===== src/rtl/mul_dispatch.sv =====
// Operand FIFO plus single-outstanding issue FSM feeding a cumulative shift-add multiplier.
// Product appears MUL_LAT+1 cycles after the issue pulse and is held until out_ready; in_ready drops when full or recovering.
module mul_dispatch #(
  parameter int DEPTH   = 4,
  parameter int MUL_LAT = 18
) (
  input  logic        clk,
  input  logic        rst,
  input  logic        in_valid,
  output logic        in_ready,
  input  logic [15:0] in_a,
  input  logic [15:0] in_b,
  output logic        mul_valid,
  output logic [15:0] mul_num1,
  output logic [15:0] mul_num2,
  input  logic [31:0] mul_result,
  output logic        out_valid,
  input  logic        out_ready,
  output logic [31:0] out_product,
  output logic        busy
);

  localparam int AW = (DEPTH > 1) ? $clog2(DEPTH) : 1;
  localparam int CW = $clog2(DEPTH + 1);
  localparam int LW = $clog2(MUL_LAT + 1);
  localparam logic [CW-1:0] FULL = CW'(DEPTH);
  localparam logic [LW-1:0] LAST = LW'(MUL_LAT - 1);

  localparam logic [2:0] S_RECOVER = 3'd0;
  localparam logic [2:0] S_IDLE    = 3'd1;
  localparam logic [2:0] S_ISSUE   = 3'd2;
  localparam logic [2:0] S_WAIT    = 3'd3;
  localparam logic [2:0] S_OUT     = 3'd4;

  logic [31:0]   mem_q [DEPTH];
  logic [AW-1:0] wr_ptr_q, wr_ptr_d;
  logic [AW-1:0] rd_ptr_q, rd_ptr_d;
  logic [CW-1:0] count_q, count_d;
  logic [2:0]    state_q, state_d;
  logic [LW-1:0] cnt_q, cnt_d;
  logic [15:0]   num1_q, num1_d;
  logic [15:0]   num2_q, num2_d;
  logic [31:0]   base_q, base_d;
  logic [31:0]   prod_q, prod_d;
  logic          out_vld_q, out_vld_d;

  logic          push;
  logic          pop;
  logic [31:0]   head;

  assign in_ready    = (state_q != S_RECOVER) && (count_q < FULL);
  assign push        = in_valid && in_ready;
  assign pop         = (state_q == S_ISSUE);
  assign head        = mem_q[rd_ptr_q];

  assign mul_valid   = (state_q == S_ISSUE);
  assign mul_num1    = num1_q;
  assign mul_num2    = num2_q;
  assign out_valid   = out_vld_q;
  assign out_product = prod_q;
  assign busy        = (state_q != S_IDLE) || (count_q != '0);

  always_ff @(posedge clk) begin
    if (push) begin
      mem_q[wr_ptr_q] <= {in_a, in_b};
    end
  end

  always_comb begin
    wr_ptr_d = wr_ptr_q;
    rd_ptr_d = rd_ptr_q;
    count_d  = count_q;
    if (push) begin
      wr_ptr_d = wr_ptr_q + AW'(1);
    end
    if (pop) begin
      rd_ptr_d = rd_ptr_q + AW'(1);
    end
    case ({push, pop})
      2'b10:   count_d = count_q + CW'(1);
      2'b01:   count_d = count_q - CW'(1);
      default: count_d = count_q;
    endcase
  end

  // The multiplier accumulator is never cleared, so each product is the delta from base.
  always_comb begin
    state_d   = state_q;
    cnt_d     = cnt_q;
    num1_d    = num1_q;
    num2_d    = num2_q;
    base_d    = base_q;
    prod_d    = prod_q;
    out_vld_d = out_vld_q;
    case (state_q)
      S_RECOVER: begin
        if (cnt_q == LAST) begin
          state_d = S_IDLE;
          cnt_d   = '0;
        end else begin
          cnt_d = cnt_q + LW'(1);
        end
      end
      S_IDLE: begin
        if (count_q != '0) begin
          state_d = S_ISSUE;
          num1_d  = head[31:16];
          num2_d  = head[15:0];
        end
      end
      S_ISSUE: begin
        base_d  = mul_result;
        cnt_d   = '0;
        state_d = S_WAIT;
      end
      S_WAIT: begin
        if (cnt_q == LAST) begin
          prod_d    = mul_result - base_q;
          out_vld_d = 1'b1;
          state_d   = S_OUT;
        end else begin
          cnt_d = cnt_q + LW'(1);
        end
      end
      S_OUT: begin
        if (out_ready) begin
          out_vld_d = 1'b0;
          state_d   = S_IDLE;
        end
      end
      default: begin
        state_d = S_RECOVER;
        cnt_d   = '0;
      end
    endcase
  end

  always_ff @(posedge clk) begin
    if (rst) begin
      wr_ptr_q  <= '0;
      rd_ptr_q  <= '0;
      count_q   <= '0;
      state_q   <= S_RECOVER;
      cnt_q     <= '0;
      num1_q    <= '0;
      num2_q    <= '0;
      base_q    <= '0;
      prod_q    <= '0;
      out_vld_q <= 1'b0;
    end else begin
      wr_ptr_q  <= wr_ptr_d;
      rd_ptr_q  <= rd_ptr_d;
      count_q   <= count_d;
      state_q   <= state_d;
      cnt_q     <= cnt_d;
      num1_q    <= num1_d;
      num2_q    <= num2_d;
      base_q    <= base_d;
      prod_q    <= prod_d;
      out_vld_q <= out_vld_d;
    end
  end

endmodule

===== config.mk =====
export PLATFORM = sky130hd
export DESIGN_NAME = mul_dispatch
export DESIGN_NICKNAME = d
export VERILOG_FILES = /design/src/rtl/mul_dispatch.sv
export SDC_FILE = /design/constraint.sdc
export NUM_CORES = 1
export LEC_CHECK = 0
export CORE_ASPECT_RATIO = 1.5
export CORE_MARGIN = 2
export CORE_UTILIZATION = 56
export DETAILED_ROUTE_END_ITERATION = 6
export GPL_TIMING_DRIVEN = 0
export HOLD_SLACK_MARGIN = 0.05
export PLACE_DENSITY = 0.83
export SYNTH_ARGS = -nofsm -noshare
export SYNTH_HDL_FRONTEND = slang
export SYNTH_SLANG_ARGS = --single-unit

===== constraint.sdc =====
create_clock -name clk -period 3.3 [get_ports clk]
set_clock_uncertainty 0.15 [all_clocks]
set_input_delay 0.66 -clock clk [delete_from_list [all_inputs] [get_ports clk]]
set_output_delay 0.66 -clock clk [all_outputs]
set_load 0.01 [all_outputs]

---- Word-level counts from Yosys, hierarchy flattened ----
Memory sizes are Yosys's and may differ from the RTL's. A register that Yosys moved wholly into a read port is not among the register bits.
Index checks and enable logic that the tools add are counted.
cells by class
  mux-type cells .......................... 14
  bitwise logic cells ..................... 1
  reduce and logical (&&, ||, !) cells .... 14
  eq/ne operators ......................... 13
  add/subtract/negate cells ............... 6
  order comparisons ....................... 1
operator list
  cell                                                count
  subtractor 32 bit                                   1
  case mux 3 bit (5 select lines)                     1
  case mux 5 bit (3 select lines)                     1
  two-way mux 3 bit                                   4
  two-way mux 5 bit                                   2
  != test 2 bit (second input constant)               5
  == test 3 x 2 -> 1 bit (second input constant)      2
  case mux 3 bit (2 select lines)                     1
  AND reduction 2 bit                                 3
  nonzero test 3 bit                                  2
  adder 5 x 1 -> 5 bit (second input constant)        1
  == test 5 bit (second input constant)               1
  adder 2 x 1 -> 2 bit (second input constant)        2
  two-way mux 1 bit                                   4
  AND reduction 4 bit                                 1
  nonzero test 2 bit                                  2
  adder 3 x 1 -> 3 bit (second input constant)        1
  == test 3 x 1 -> 1 bit (second input constant)      1
  == test 3 bit (second input constant)               1
  zero test 3 bit                                     1
  less-than comparator 3 bit (second input constant)  1
  != test 3 x 1 -> 1 bit (second input constant)      1
  AND reduction 3 bit                                 1
  subtractor 3 x 1 -> 3 bit (second input constant)   1
  7 further kinds                                     8
storage, ports and cells
  RAM bits ................................ 128
  register bits ........................... 80
  memories kept ........................... 1
  output and inout port bits .............. 68
  logic and storage cells ................. 58
memory list
  memory  depth  bits a word  rd ports  clocked after memory_dff  wr ports  RTL line  RTL
  mem_q   4      32           1         1                         1         35        logic [31:0] mem_q [DEPTH];

---- Longest topological paths before layout ----
  word-level depth ........................ 5
  gate-level depth with buffers ........... 11

---- Worst setup path after synthesis ----
No wires, ideal clock.
  path kind ............................... input port to flip-flop
  from .................................... in mul_result[0]
  to ...................................... reg prod_q[24], in the netlist out_product[24]
  cell stages on the path ................. 10
  setup time .............................. 0.140 ns
  buffers on the path ..................... 0
  data arrival time ....................... 2.475 ns
  data required time ...................... 3.010 ns
  path slack .............................. 0.535 ns
  cell sequence ........................... inv_1 -> ha_1 -> fa_1 -> nand2b_1 -> a21oi_1 -> o2111a_1 -> o21bai_1 -> a21oi_1 -> mux2i_1 -> o311ai_0
between the ends
  cells in the longest elaborated chain, start to end .. 1
ends and longest elaborated chain
  item                  RTL line  RTL
  from (decl)           16        input logic [31:0] mul_result,
  subtractor 32 bit     118       prod_d = mul_result - base_q;
  to (signal assigned)  159       prod_q <= prod_d;
  to (decl)             44        logic [31:0] prod_q, prod_d;
Every way passes these cells.
A chain may end at the register's enable or synchronous reset.

---- Final worst setup path ----
  from .................................... in mul_result[0]
  to ...................................... reg prod_q[18], in the netlist out_product[18]
The elaborated chain is that of the path after synthesis.

==> results.json <==
{
  "status": "finished, final reports clean",
  "wl_per_cell_um": 17.9,
  "grt_setup_unrepaired": "false",
  "ir_worst_vdd_mv": 0.526,
  "clkTransAtPathRegs_ns": 0.07,
  "postSynthCellCount": 983,
  "areaGrowthSynthToFinish_pct": 22.3,
  "cts_buffer_depth": 3,
  "hold-worst-slack_ns": 0.304,
  "ys_ff_latch": 240,
  "fin_crit_sh_pct": 96.0,
  "powerDensity_mw_per_mm2": 462,
  "synth-seq-area-share_pct": 56.3,
  "antenna_found_initial": 0,
  "grt_usage_pct": 24.7,
  "drcViolationCount": 0,
  "n_antenna_cell": 0,
  "layout-drive-gt1-share_pct": 9.52,
  "fill_cells": 1428,
  "ys_types": 68,
  "tightest_slew_ns": 0.861,
  "overflow": 0,
  "synth_edf_count": 128,
  "slew_violations": 0,
  "rows": 62,
  "arrival_ns": 3.45,
  "drt_iter0_markers": 571,
  "yosysTopAreaCellShare_pct": 35.6,
  "totalWireLength_um": 25300,
  "yosys.cell_count.top_type": "nand2_1",
  "startpoint_type": "input pin",
  "final_nets": 1248,
  "die_h_um": 174,
  "fin_crit_ns": 3.17,
  "leakage_nw": 4.40,
  "initial_utilization_pct": 56.8,
  "gp_congestion": 0.904,
  "grt_pass1_wl_um": 40500,
  "clkLatencyLatePin_ns": 0.51,
  "yosys-top-cells-area": "edfxtp_1, dfxtp_1, mux4_2",
  "placed_area_mm2": 0.0125,
  "crit_type": "input pin to flip-flop",
  "critPathRequiredTime_ns": 3.58,
  "fin_area_mm2": 0.0132,
  "netlist_area_mm2": 0.0108,
  "fmaxAchievable_mhz": 315,
  "clock_sinks": 240,
  "cts_inserted_buffers": 22,
  "port_buffers": 134,
  "routed-via-count": 7964,
  "yosys.area.top_type": "edfxtp_1",
  "endpoint_kind": "flip-flop",
  "synthTopCellsByCount": "nand2_1, edfxtp_1, a21oi_1",
  "worstHoldPathType": "flip-flop to flip-flop",
  "max_cap_viol_count": 0,
  "avgSynthCellArea_um2": 11.0,
  "synth_warnings": 0,
  "cts.htree.levels": 1,
  "hpwl_um": 18000,
  "ys.flop_type": "edfxtp_1",
  "grt_max_degree": 33,
  "die_w_um": 117,
  "ant_nets": 0,
  "first_pass_iters": 5,
  "die_area_mm2": 0.0204,
  "io_pins": 136,
  "viasPerCell": 5.64,
  "core-area_mm2": 0.0190,
  "cts_tree": "built",
  "syn_nets": 1091,
  "finalHoldViolCount": 0,
  "grt_pass1_vias": 8038,
  "cts_root_buf": "clkbuf_16",
  "slew_headroom_pct": 42.6,
  "crit_fanout": 6,
  "finalSetupViolCount": 0,
  "async_reset_ff_share_pct": 0
}
path summary, 6_finish.rpt:
kind / start / endpoint / cells after the start / slack (ns)
hold reg to reg: out_product[5] / out_product[5] / 2 / 0.30
setup / recovery: mul_result[0] / out_product[18] / 11 / 0.13
setup reg to reg: base_q[0] / out_product[18] / 9 / 0.56
hold / removal: out_product[5] / out_product[5] / 2 / 0.30
kinds of logic after synthesis:
group,count (synthesis),synth area share (%)
xor+xnor,20,1.62
buf+inv,98,3.75
fa+ha+maj,40,4.77
flops,240,56.3
simple gates,325,13.5
compound gates,221,12.6
mux,39,7.32
routing by layer:
layer / wire [um] / global-route usage (%) / up-vias
met4: 755 / 9.04 / 0
met5: 0 / 0 / -
met1: 9550 / 28.1 / 3853
met3: 1300 / 3.90 / 53
met2: 13700 / 46.3 / 213
li1: - / - / 3845
critical path: stages:
cell,delay [ns]
clkdlybuf4s50_1,0.52
inv_1,0.06
ha_1,0.23
fa_1,0.38
nand2b_1,0.21
a21oi_2,0.22
o211ai_1,0.16
a21oi_1,0.21
o211ai_1,0.28
a31o_2,0.34
o21ai_0,0.17
final cells by class:
cell class	instances	area (um^2)	share of cell area [%]
timing repair buffer	134	1340	10.2
multi-input combinational	645	4320	32.7
inverter	48	183	1.38
clock inverter	13	138	1.04
clock buffer	27	601	4.55
buffer	49	221	1.68
sequential	240	6090	46.1
tap	256	320	2.42
power by group:
part / leakage, nW / total (mW) / internal [mW] / switching, mW
sequential: 2.05 / 3.15 / 3.14 / 0.00503
clock: 0.355 / 2.57 / 1.47 / 1.10
combinational: 1.99 / 0.379 / 0.174 / 0.206
stage by stage:
stage | utilization, % | TNS (ns) | power, mW | instances | setup slack [ns]
detailed placement | 65.6 | -3.17 | 3.59 | 1373 | -0.452
global placement | 65.6 | -3.23 | 3.58 | 1373 | -0.445
floorplan | - | 0 | 3.42 | 983 | 0.535
CTS | 69.5 | 0 | 6.14 | 1412 | 0.0508
finish | 69.5 | 0 | 6.10 | 1412 | 0.130
global route | 69.5 | 0 | 6.29 | 1412 | 0.00570
registers in the layout (all words and copies together), names as in the netlist:
name	count
mem_q	128
out_product	32
mul_num2	16
cnt_q	5
wr_ptr_q	2
state_q	3
mul_num1	16
count_q	3
base_q	32
rd_ptr_q	2
out_valid	1
cells in the final DEF (no fill, tap or decap), types with 4 or more instances in the layout:
cell type / n
a211oi_1: 7
a21o_1: 11
a21oi_1: 117
and2_1: 5
and3_1: 9
and3_2: 5
buf_2: 9
clkbuf_1: 37
clkbuf_16: 23
clkdlybuf4s50_1: 134
clkinv_2: 4
dfxtp_1: 112
edfxtp_1: 128
ha_1: 38
inv_1: 47
mux2i_1: 7
mux4_2: 32
nand2_1: 178
nand2b_1: 7
nand3_1: 19
nand3b_1: 8
nand4_1: 10
nor2_1: 50
nor3_1: 12
o211ai_1: 13
o21a_1: 10
o21ai_0: 19
o21bai_1: 5
o31ai_1: 4
or3_1: 5
xnor2_1: 8
xor2_1: 12
repair_timing:
action                     4_1_cts  5_1_grt
gates resized for setup          1        3
pin swaps                        0        0
gates cloned                     0        0
setup endpoints to repair        1        7
setup buffers                    0        0
hold buffers                     0        0
Note: power is estimated with default switching activity, not from simulation.
